## src/rtl/hci_source_job_sequencer_pkg.sv

```systemverilog
// -----------------------------------------------------------------------------
// hci_source_job_sequencer_pkg
// Shared types for the source-streamer job sequencer:
//   - hci_seq_state_t       : sequencer FSM states
//   - ctrl_addressgen_v3_t  : addressgen job descriptor (layout of the
//                             hwpe_stream_package type of the same name)
//   - hci_streamer_ctrl_t   : streamer ctrl_i bundle (req_start + descriptor)
//   - hci_streamer_flags_t  : streamer flags_o subset used by the sequencer
//   - HCI_SEQ_DEFAULT_DEPTH : default job queue depth
// -----------------------------------------------------------------------------
package hci_source_job_sequencer_pkg;

   localparam int unsigned HCI_SEQ_DEFAULT_DEPTH = 4;

   typedef enum logic {
      SEQ_IDLE,
      SEQ_RUN
   } hci_seq_state_t;

   typedef struct packed {
      logic [31:0] base_addr;
      logic [31:0] tot_len;
      logic [31:0] d0_len;
      logic [31:0] d0_stride;
      logic [31:0] d1_len;
      logic [31:0] d1_stride;
      logic [31:0] d2_stride;
      logic [1:0]  dim_enable_1h;
   } ctrl_addressgen_v3_t;

   typedef struct packed {
      logic                req_start;
      ctrl_addressgen_v3_t addressgen_ctrl;
   } hci_streamer_ctrl_t;

   typedef struct packed {
      logic ready_start;
      logic done;
   } hci_streamer_flags_t;

endpackage

```

## src/rtl/hci_source_job_sequencer_queue.sv

```systemverilog
// -----------------------------------------------------------------------------
// hci_source_job_queue
// Circular buffer of JOB_DEPTH job descriptors. Pointers carry one extra wrap
// bit so full and empty are distinguishable without a separate counter.
// Ports:
//   clk_i, rst_ni   clock, async active-low reset
//   clear_i         sync clear (empties the queue, wins over push/pop)
//   push_i, data_i  push request and descriptor (ignored while full)
//   pop_i           pop request (ignored while empty)
//   data_o          head descriptor (valid when !empty_o)
//   full_o, empty_o occupancy flags
// -----------------------------------------------------------------------------
module hci_source_job_queue
   import hci_source_job_sequencer_pkg::*;
#(
   parameter int unsigned JOB_DEPTH = HCI_SEQ_DEFAULT_DEPTH
) (
   input  logic                clk_i,
   input  logic                rst_ni,
   input  logic                clear_i,
   input  logic                push_i,
   input  ctrl_addressgen_v3_t data_i,
   input  logic                pop_i,
   output ctrl_addressgen_v3_t data_o,
   output logic                full_o,
   output logic                empty_o
);

   localparam int unsigned PtrW = $clog2(JOB_DEPTH);

   ctrl_addressgen_v3_t mem_q [JOB_DEPTH];
   logic [PtrW:0]       wr_ptr_q, wr_ptr_d;
   logic [PtrW:0]       rd_ptr_q, rd_ptr_d;
   logic                push_en, pop_en;

   assign empty_o = (wr_ptr_q == rd_ptr_q);
   assign full_o  = (wr_ptr_q[PtrW] != rd_ptr_q[PtrW]) &&
                    (wr_ptr_q[PtrW-1:0] == rd_ptr_q[PtrW-1:0]);

   // Full is judged before any same-cycle pop, so a full queue never accepts.
   assign push_en = push_i && !full_o;
   assign pop_en  = pop_i && !empty_o;

   assign data_o = mem_q[rd_ptr_q[PtrW-1:0]];

   always_comb begin
      wr_ptr_d = wr_ptr_q;
      rd_ptr_d = rd_ptr_q;
      if (clear_i) begin
         wr_ptr_d = '0;
         rd_ptr_d = '0;
      end else begin
         if (push_en) wr_ptr_d = wr_ptr_q + (PtrW+1)'(1);
         if (pop_en)  rd_ptr_d = rd_ptr_q + (PtrW+1)'(1);
      end
   end

   always_ff @(posedge clk_i or negedge rst_ni) begin
      if (!rst_ni) begin
         wr_ptr_q <= '0;
         rd_ptr_q <= '0;
      end else begin
         wr_ptr_q <= wr_ptr_d;
         rd_ptr_q <= rd_ptr_d;
      end
   end

   // Storage needs no reset: the head is masked by empty_o downstream.
   always_ff @(posedge clk_i) begin
      if (push_en && !clear_i) mem_q[wr_ptr_q[PtrW-1:0]] <= data_i;
   end

endmodule

```

## src/rtl/hci_source_job_sequencer.sv

```systemverilog
// -----------------------------------------------------------------------------
// hci_source_job_sequencer
// Queues addressgen jobs for one TCDM source streamer, issues one req_start
// per job, holds the descriptor until done, counts completions.
// Optional watchdog: define HCI_SOURCE_SEQ_TIMEOUT_EN to abort jobs that run
// TIMEOUT_CYCLES cycles without done (streamer_clear_o pulse, sticky err_o).
// Ports:
//   clk_i, rst_ni        clock, async active-low reset
//   clear_i              sync clear of FSM, queue, counter, error
//   enable_i             FSM advance enable
//   job_valid_i/_ready_o job push handshake, job_i descriptor
//   ctrl_o / flags_i     streamer ctrl/flags handshake
//   busy_o               FSM not idle or jobs queued
//   evt_done_o           1-cycle pulse per completed job
//   jobs_done_o          completed-job count (wraps)
//   streamer_clear_o     1-cycle streamer clear on watchdog abort
//   err_o                sticky watchdog error
// -----------------------------------------------------------------------------
module hci_source_job_sequencer
   import hci_source_job_sequencer_pkg::*;
#(
   parameter int unsigned JOB_DEPTH      = HCI_SEQ_DEFAULT_DEPTH,
   parameter int unsigned CNT_WIDTH      = 16,
   parameter int unsigned TIMEOUT_CYCLES = 4096
) (
   input  logic                 clk_i,
   input  logic                 rst_ni,
   input  logic                 clear_i,
   input  logic                 enable_i,
   input  logic                 job_valid_i,
   output logic                 job_ready_o,
   input  ctrl_addressgen_v3_t  job_i,
   output hci_streamer_ctrl_t   ctrl_o,
   input  hci_streamer_flags_t  flags_i,
   output logic                 busy_o,
   output logic                 evt_done_o,
   output logic [CNT_WIDTH-1:0] jobs_done_o,
   output logic                 streamer_clear_o,
   output logic                 err_o
);

   if (JOB_DEPTH < 2 || (JOB_DEPTH & (JOB_DEPTH - 1)) != 0) begin : g_bad_depth
      $error("JOB_DEPTH must be a power of two >= 2");
   end
   if (TIMEOUT_CYCLES == 0) begin : g_bad_timeout
      $error("TIMEOUT_CYCLES must be >= 1");
   end

   hci_seq_state_t      state_q, state_d;
   ctrl_addressgen_v3_t q_head;
   logic                q_full, q_empty;
   logic                q_pop;
   logic                req_start;
   logic                evt_done;
   logic                tmo_abort;
   logic                timeout;
   logic [CNT_WIDTH-1:0] jobs_done_q;

   hci_source_job_queue #(
      .JOB_DEPTH (JOB_DEPTH)
   ) i_queue (
      .clk_i   (clk_i),
      .rst_ni  (rst_ni),
      .clear_i (clear_i),
      .push_i  (job_valid_i),
      .data_i  (job_i),
      .pop_i   (q_pop),
      .data_o  (q_head),
      .full_o  (q_full),
      .empty_o (q_empty)
   );

   assign job_ready_o = !q_full;
   assign busy_o      = (state_q != SEQ_IDLE) || !q_empty;
   assign evt_done_o  = evt_done;
   assign jobs_done_o = jobs_done_q;

   // State register
   always_ff @(posedge clk_i or negedge rst_ni) begin
      if (!rst_ni) state_q <= SEQ_IDLE;
      else         state_q <= state_d;
   end

   // Next state. A done seen in RUN always ends the job, even with enable_i
   // low, so completions are never lost; enable_i only gates job starts.
   always_comb begin
      state_d = state_q;
      case (state_q)
         SEQ_IDLE: if (enable_i && !q_empty && flags_i.ready_start) state_d = SEQ_RUN;
         SEQ_RUN:  if (flags_i.done || timeout) state_d = SEQ_IDLE;
         default:  state_d = SEQ_IDLE;
      endcase
      if (clear_i) state_d = SEQ_IDLE;
   end

   // Outputs; clear_i suppresses every event in its cycle.
   always_comb begin
      req_start = 1'b0;
      evt_done  = 1'b0;
      tmo_abort = 1'b0;
      if (!clear_i) begin
         case (state_q)
            SEQ_IDLE: req_start = enable_i && !q_empty && flags_i.ready_start;
            SEQ_RUN: begin
               evt_done  = flags_i.done;
               tmo_abort = !flags_i.done && timeout;
            end
            default: ;
         endcase
      end
      q_pop                  = evt_done || tmo_abort;
      ctrl_o.req_start       = req_start;
      ctrl_o.addressgen_ctrl = q_empty ? '0 : q_head;
   end

   always_ff @(posedge clk_i or negedge rst_ni) begin
      if (!rst_ni)       jobs_done_q <= '0;
      else if (clear_i)  jobs_done_q <= '0;
      else if (evt_done) jobs_done_q <= jobs_done_q + CNT_WIDTH'(1);
   end

`ifdef HCI_SOURCE_SEQ_TIMEOUT_EN
   localparam int unsigned TmoW = $clog2(TIMEOUT_CYCLES + 1);

   // run_cnt_q holds the number of RUN cycles already elapsed, so the abort
   // fires in RUN cycle TIMEOUT_CYCLES.
   logic [TmoW-1:0] run_cnt_q;
   logic            err_q;

   assign timeout          = (state_q == SEQ_RUN) && (run_cnt_q == TmoW'(TIMEOUT_CYCLES - 1));
   assign streamer_clear_o = tmo_abort;
   assign err_o            = err_q;

   always_ff @(posedge clk_i or negedge rst_ni) begin
      if (!rst_ni) begin
         run_cnt_q <= '0;
         err_q     <= 1'b0;
      end else if (clear_i) begin
         run_cnt_q <= '0;
         err_q     <= 1'b0;
      end else begin
         if (req_start)               run_cnt_q <= '0;
         else if (state_q == SEQ_RUN) run_cnt_q <= run_cnt_q + TmoW'(1);
         if (tmo_abort) err_q <= 1'b1;
      end
   end
`else
   assign timeout          = 1'b0;
   assign streamer_clear_o = 1'b0;
   assign err_o            = 1'b0;
`endif

endmodule

```

## config.mk

```make
export PLATFORM = sky130hd
export DESIGN_NAME = hci_source_job_sequencer
export DESIGN_NICKNAME = d
export VERILOG_FILES = /design/src/rtl/hci_source_job_sequencer_pkg.sv /design/src/rtl/hci_source_job_sequencer_queue.sv /design/src/rtl/hci_source_job_sequencer.sv
export SDC_FILE = /design/constraint.sdc
export NUM_CORES = 1
export LEC_CHECK = 0
export CAP_MARGIN = 20
export CORE_MARGIN = 2
export CORE_UTILIZATION = 49
export DETAILED_ROUTE_END_ITERATION = 6
export PLACE_DENSITY = 0.82
export SLEW_MARGIN = 40
export SYNTH_ARGS = -nofsm -noshare
export SYNTH_HDL_FRONTEND = slang
export SYNTH_SLANG_ARGS = --single-unit
```

## constraint.sdc

```tcl
create_clock -name clk_i -period 6.3 [get_ports clk_i]
set_input_delay 0.63 -clock clk_i [delete_from_list [all_inputs] [get_ports clk_i]]
set_output_delay 0.63 -clock clk_i [all_outputs]
set_load 0.02 [all_outputs]
```

==> metrics.yaml <==
timing:
  slew_viol_final: 0
  fin_crit_ns: 4.542
  fin_crit_sh: 0.7209
  timing.setup.tns_ns: 0
  hold_viol: 0
  max_freq_ghz: 0.2202
  skew_ns: 0.02405
  relSlewSlack: 0.4836
  rsz0062_at_grt: "no"
  worst_pin_slew_ns: 0.7747
  hold_ws_ns: 0.5028
  setup_viol: 0
drt:
  drt-pass1-iter-count: 5
  via_per_inst: 5.548
  num_vias: 17287
  wirelength_um: 75350
  antenna_left: 0
  drc: 0
  routedWlPerCell_um: 24.18
  drt_iter0_markers: 1687
critical_path:
  critPathCaptureType: "primary output"
  crit_family: "buffers and inverters"
  cp.required_ns: 5.67
  cp.arrival_ns: 3.91
  slowest_delay_ns: 0.87
  crit_slowest_cell: "dfrtp_4"
  critical_path_class: "register to primary output"
  worst-path-buf-inv: 3
  worst-path-max-fanout: 56
  crit_chain: "xor2_2 > nor3b_4 > buf_4 > buf_4 > nor2b_1 > clkdlybuf4s50_1"
  startpoint_type: "register"
  cpMostUsedCell: "buf_4"
yosys:
  ys_top_cells_by_area: "edfxtp_1, mux4_2, nor2b_1, dfrtp_1, buf_2"
  ys_ff_latch: 927
  ys_types: 33
  syn_area_per_cell_sq_um: 22.54
  yosysSeqAreaShare: 0.7832
  syn-cell-area_sq_um: 35390
  synth_cells: 1570
  synth_largest_area_cell: "edfxtp_1"
  post-synth-top-area-fraction: 0.7670
  yosysWarningCount: 0
global_route:
  grt_first_pass_wirelength_um: 113000
  grt_pass1_vias: 18358
  grt_overflow: 0
  grtUsageTotal: 0.2031
  antenna_found_initial: 25
  grt_max_degree: 110
layout:
  final_nets: 2328
  layout-drive-gt1-share: 0.1784
  layout_common_cells: "edfxtp_1, clkdlybuf4s50_1, nor2b_1, mux4_2, clkbuf_16"
  area_growth_pct: 24.88
  final_common_cell: "edfxtp_1"
clocking:
  cts_root_buffer: "clkbuf_16"
  cts_tree: "done"
  htreeDepth: 3
  clkTransAtPathRegs_ns: 0.06
  cts-buffers-inserted: 90
  clock_latency_ns: 0.63
  clkSinkCount: 927
  post_cts_buffers: 0
  cts_buffer_depth: 3
placed_design:
  dp_hpwl_um: 47190
  portBuffers: 478
  gp_congestion: 0.7838
power_and_ir_drop:
  ir_worst_vdd_uv: 247.9
  p_leak_uw: 0.01368
  p_total_uw: 13400
  p_per_area_nw_per_um2: 303.2
floorplan:
  start_util: 0.4951
  rows: 98
  coreArea_sq_um: 71490
  dieWidth_um: 272.8
  chipHeight_um: 272.8
  dieArea_sq_um: 74400
  pin_count: 481
status:
  outcome: "completed"
hold_path:
  hp-class: "input port to async pin"
job:
  drv_cap: 0
## through the flow
stage	instance area (sq um)	setup WS [ns]	utilization	std cells
floorplan	35400	2.004	-	1571
global placement	41230	2.320	0.5768	2940
detailed placement	41370	2.338	0.5787	2946
CTS	44160	1.612	0.6178	3102
global route	44190	1.439	0.6181	3110
finish	44200	1.758	0.6183	3116
## area by class of cell
type	instances	area [sq um]
diodes	14	35.03
multi-input cells	558	7213
clock inverters	40	441.7
fillers	4741	27280
well taps	950	1189
clock buffers	115	2346
inverters	3	11.26
flip-flops and latches	927	27730
repair buffers	509	5236
## power by group
part           internal, uW  switching [uW]
Clock                  2960            2170
Combinational           583             694
Sequential             6950            39.9
## logic make-up after synthesis
logic type / Yosys count / synth area share
AOI/OAI and AO/OA: 17 / 0.002828
xor gates and xnor gates: 16 / 0.004384
adders and majority gates: 6 / 0.002121
buffers and inverters: 86 / 0.01336
DFF: 927 / 0.7832
muxes: 227 / 0.1441
other: 1 / 0.0001060
and+or+nand+nor: 290 / 0.04988
## registers in the layout, summed over array words and instances (netlist names)
name,cells
i_queue.mem_q,904
jobs_done_o,16
i_queue.rd_ptr_q,3
i_queue.wr_ptr_q,3
state_q,1
## repair_timing
action	4_1_cts	5_1_grt
hold endpoints to repair	23	0
hold buffers	1	0
resized for setup	0	0
## worst paths after layout
kind,start,to,slack [ns],depth (start not counted)
worst min-delay path,rst_ni,jobs_done_o[9],0.50,2
worst max-delay path,i_queue.rd_ptr_q[0],ctrl_o[85],1.76,6
max in group asynchronous,rst_ni,i_queue.rd_ptr_q[0],5.39,2
min in group clk_i,i_queue.wr_ptr_q[2],i_queue.wr_ptr_q[2],0.58,2
worst max register to register,i_queue.rd_ptr_q[0],i_queue.mem_q[1][149],2.93,6
worst min register to register,i_queue.wr_ptr_q[2],i_queue.wr_ptr_q[2],0.58,2
## layer usage
metal	share of wire	wire (um)	global-route usage	up-vias
li1	-	-	-	7460
met3	0.091	6830	0.06361	145
met2	0.50	37930	0.3334	693
met4	0.027	2019	0.07128	24
met5	0.0020	154	0	-
met1	0.38	28420	0.2573	8965
## cells in the mapped netlist
cell / count
nor3b_4: 1
xnor2_1: 7
buf_2: 42
xor2_1: 7
mux4_2: 226
nand3_1: 5
ha_1: 6
nand2_1: 8
o311ai_0: 1
or3_1: 4
mux2i_1: 1
and4_1: 3
nor2_1: 18
inv_1: 3
and2_1: 4
nand4_1: 7
edfxtp_1: 904
buf_4: 26
nor3_1: 3
or3b_2: 1
o21ai_0: 4
o31ai_1: 3
a31o_2: 1
clkbuf_1: 7
a21oi_1: 8
nor2b_1: 227
dfrtp_1: 23
nor4_1: 3
nand2b_1: 3
conb_1: 1
xor2_2: 2
buf_1: 8
or4_1: 3
Note: power is estimated with default switching activity, not from simulation.
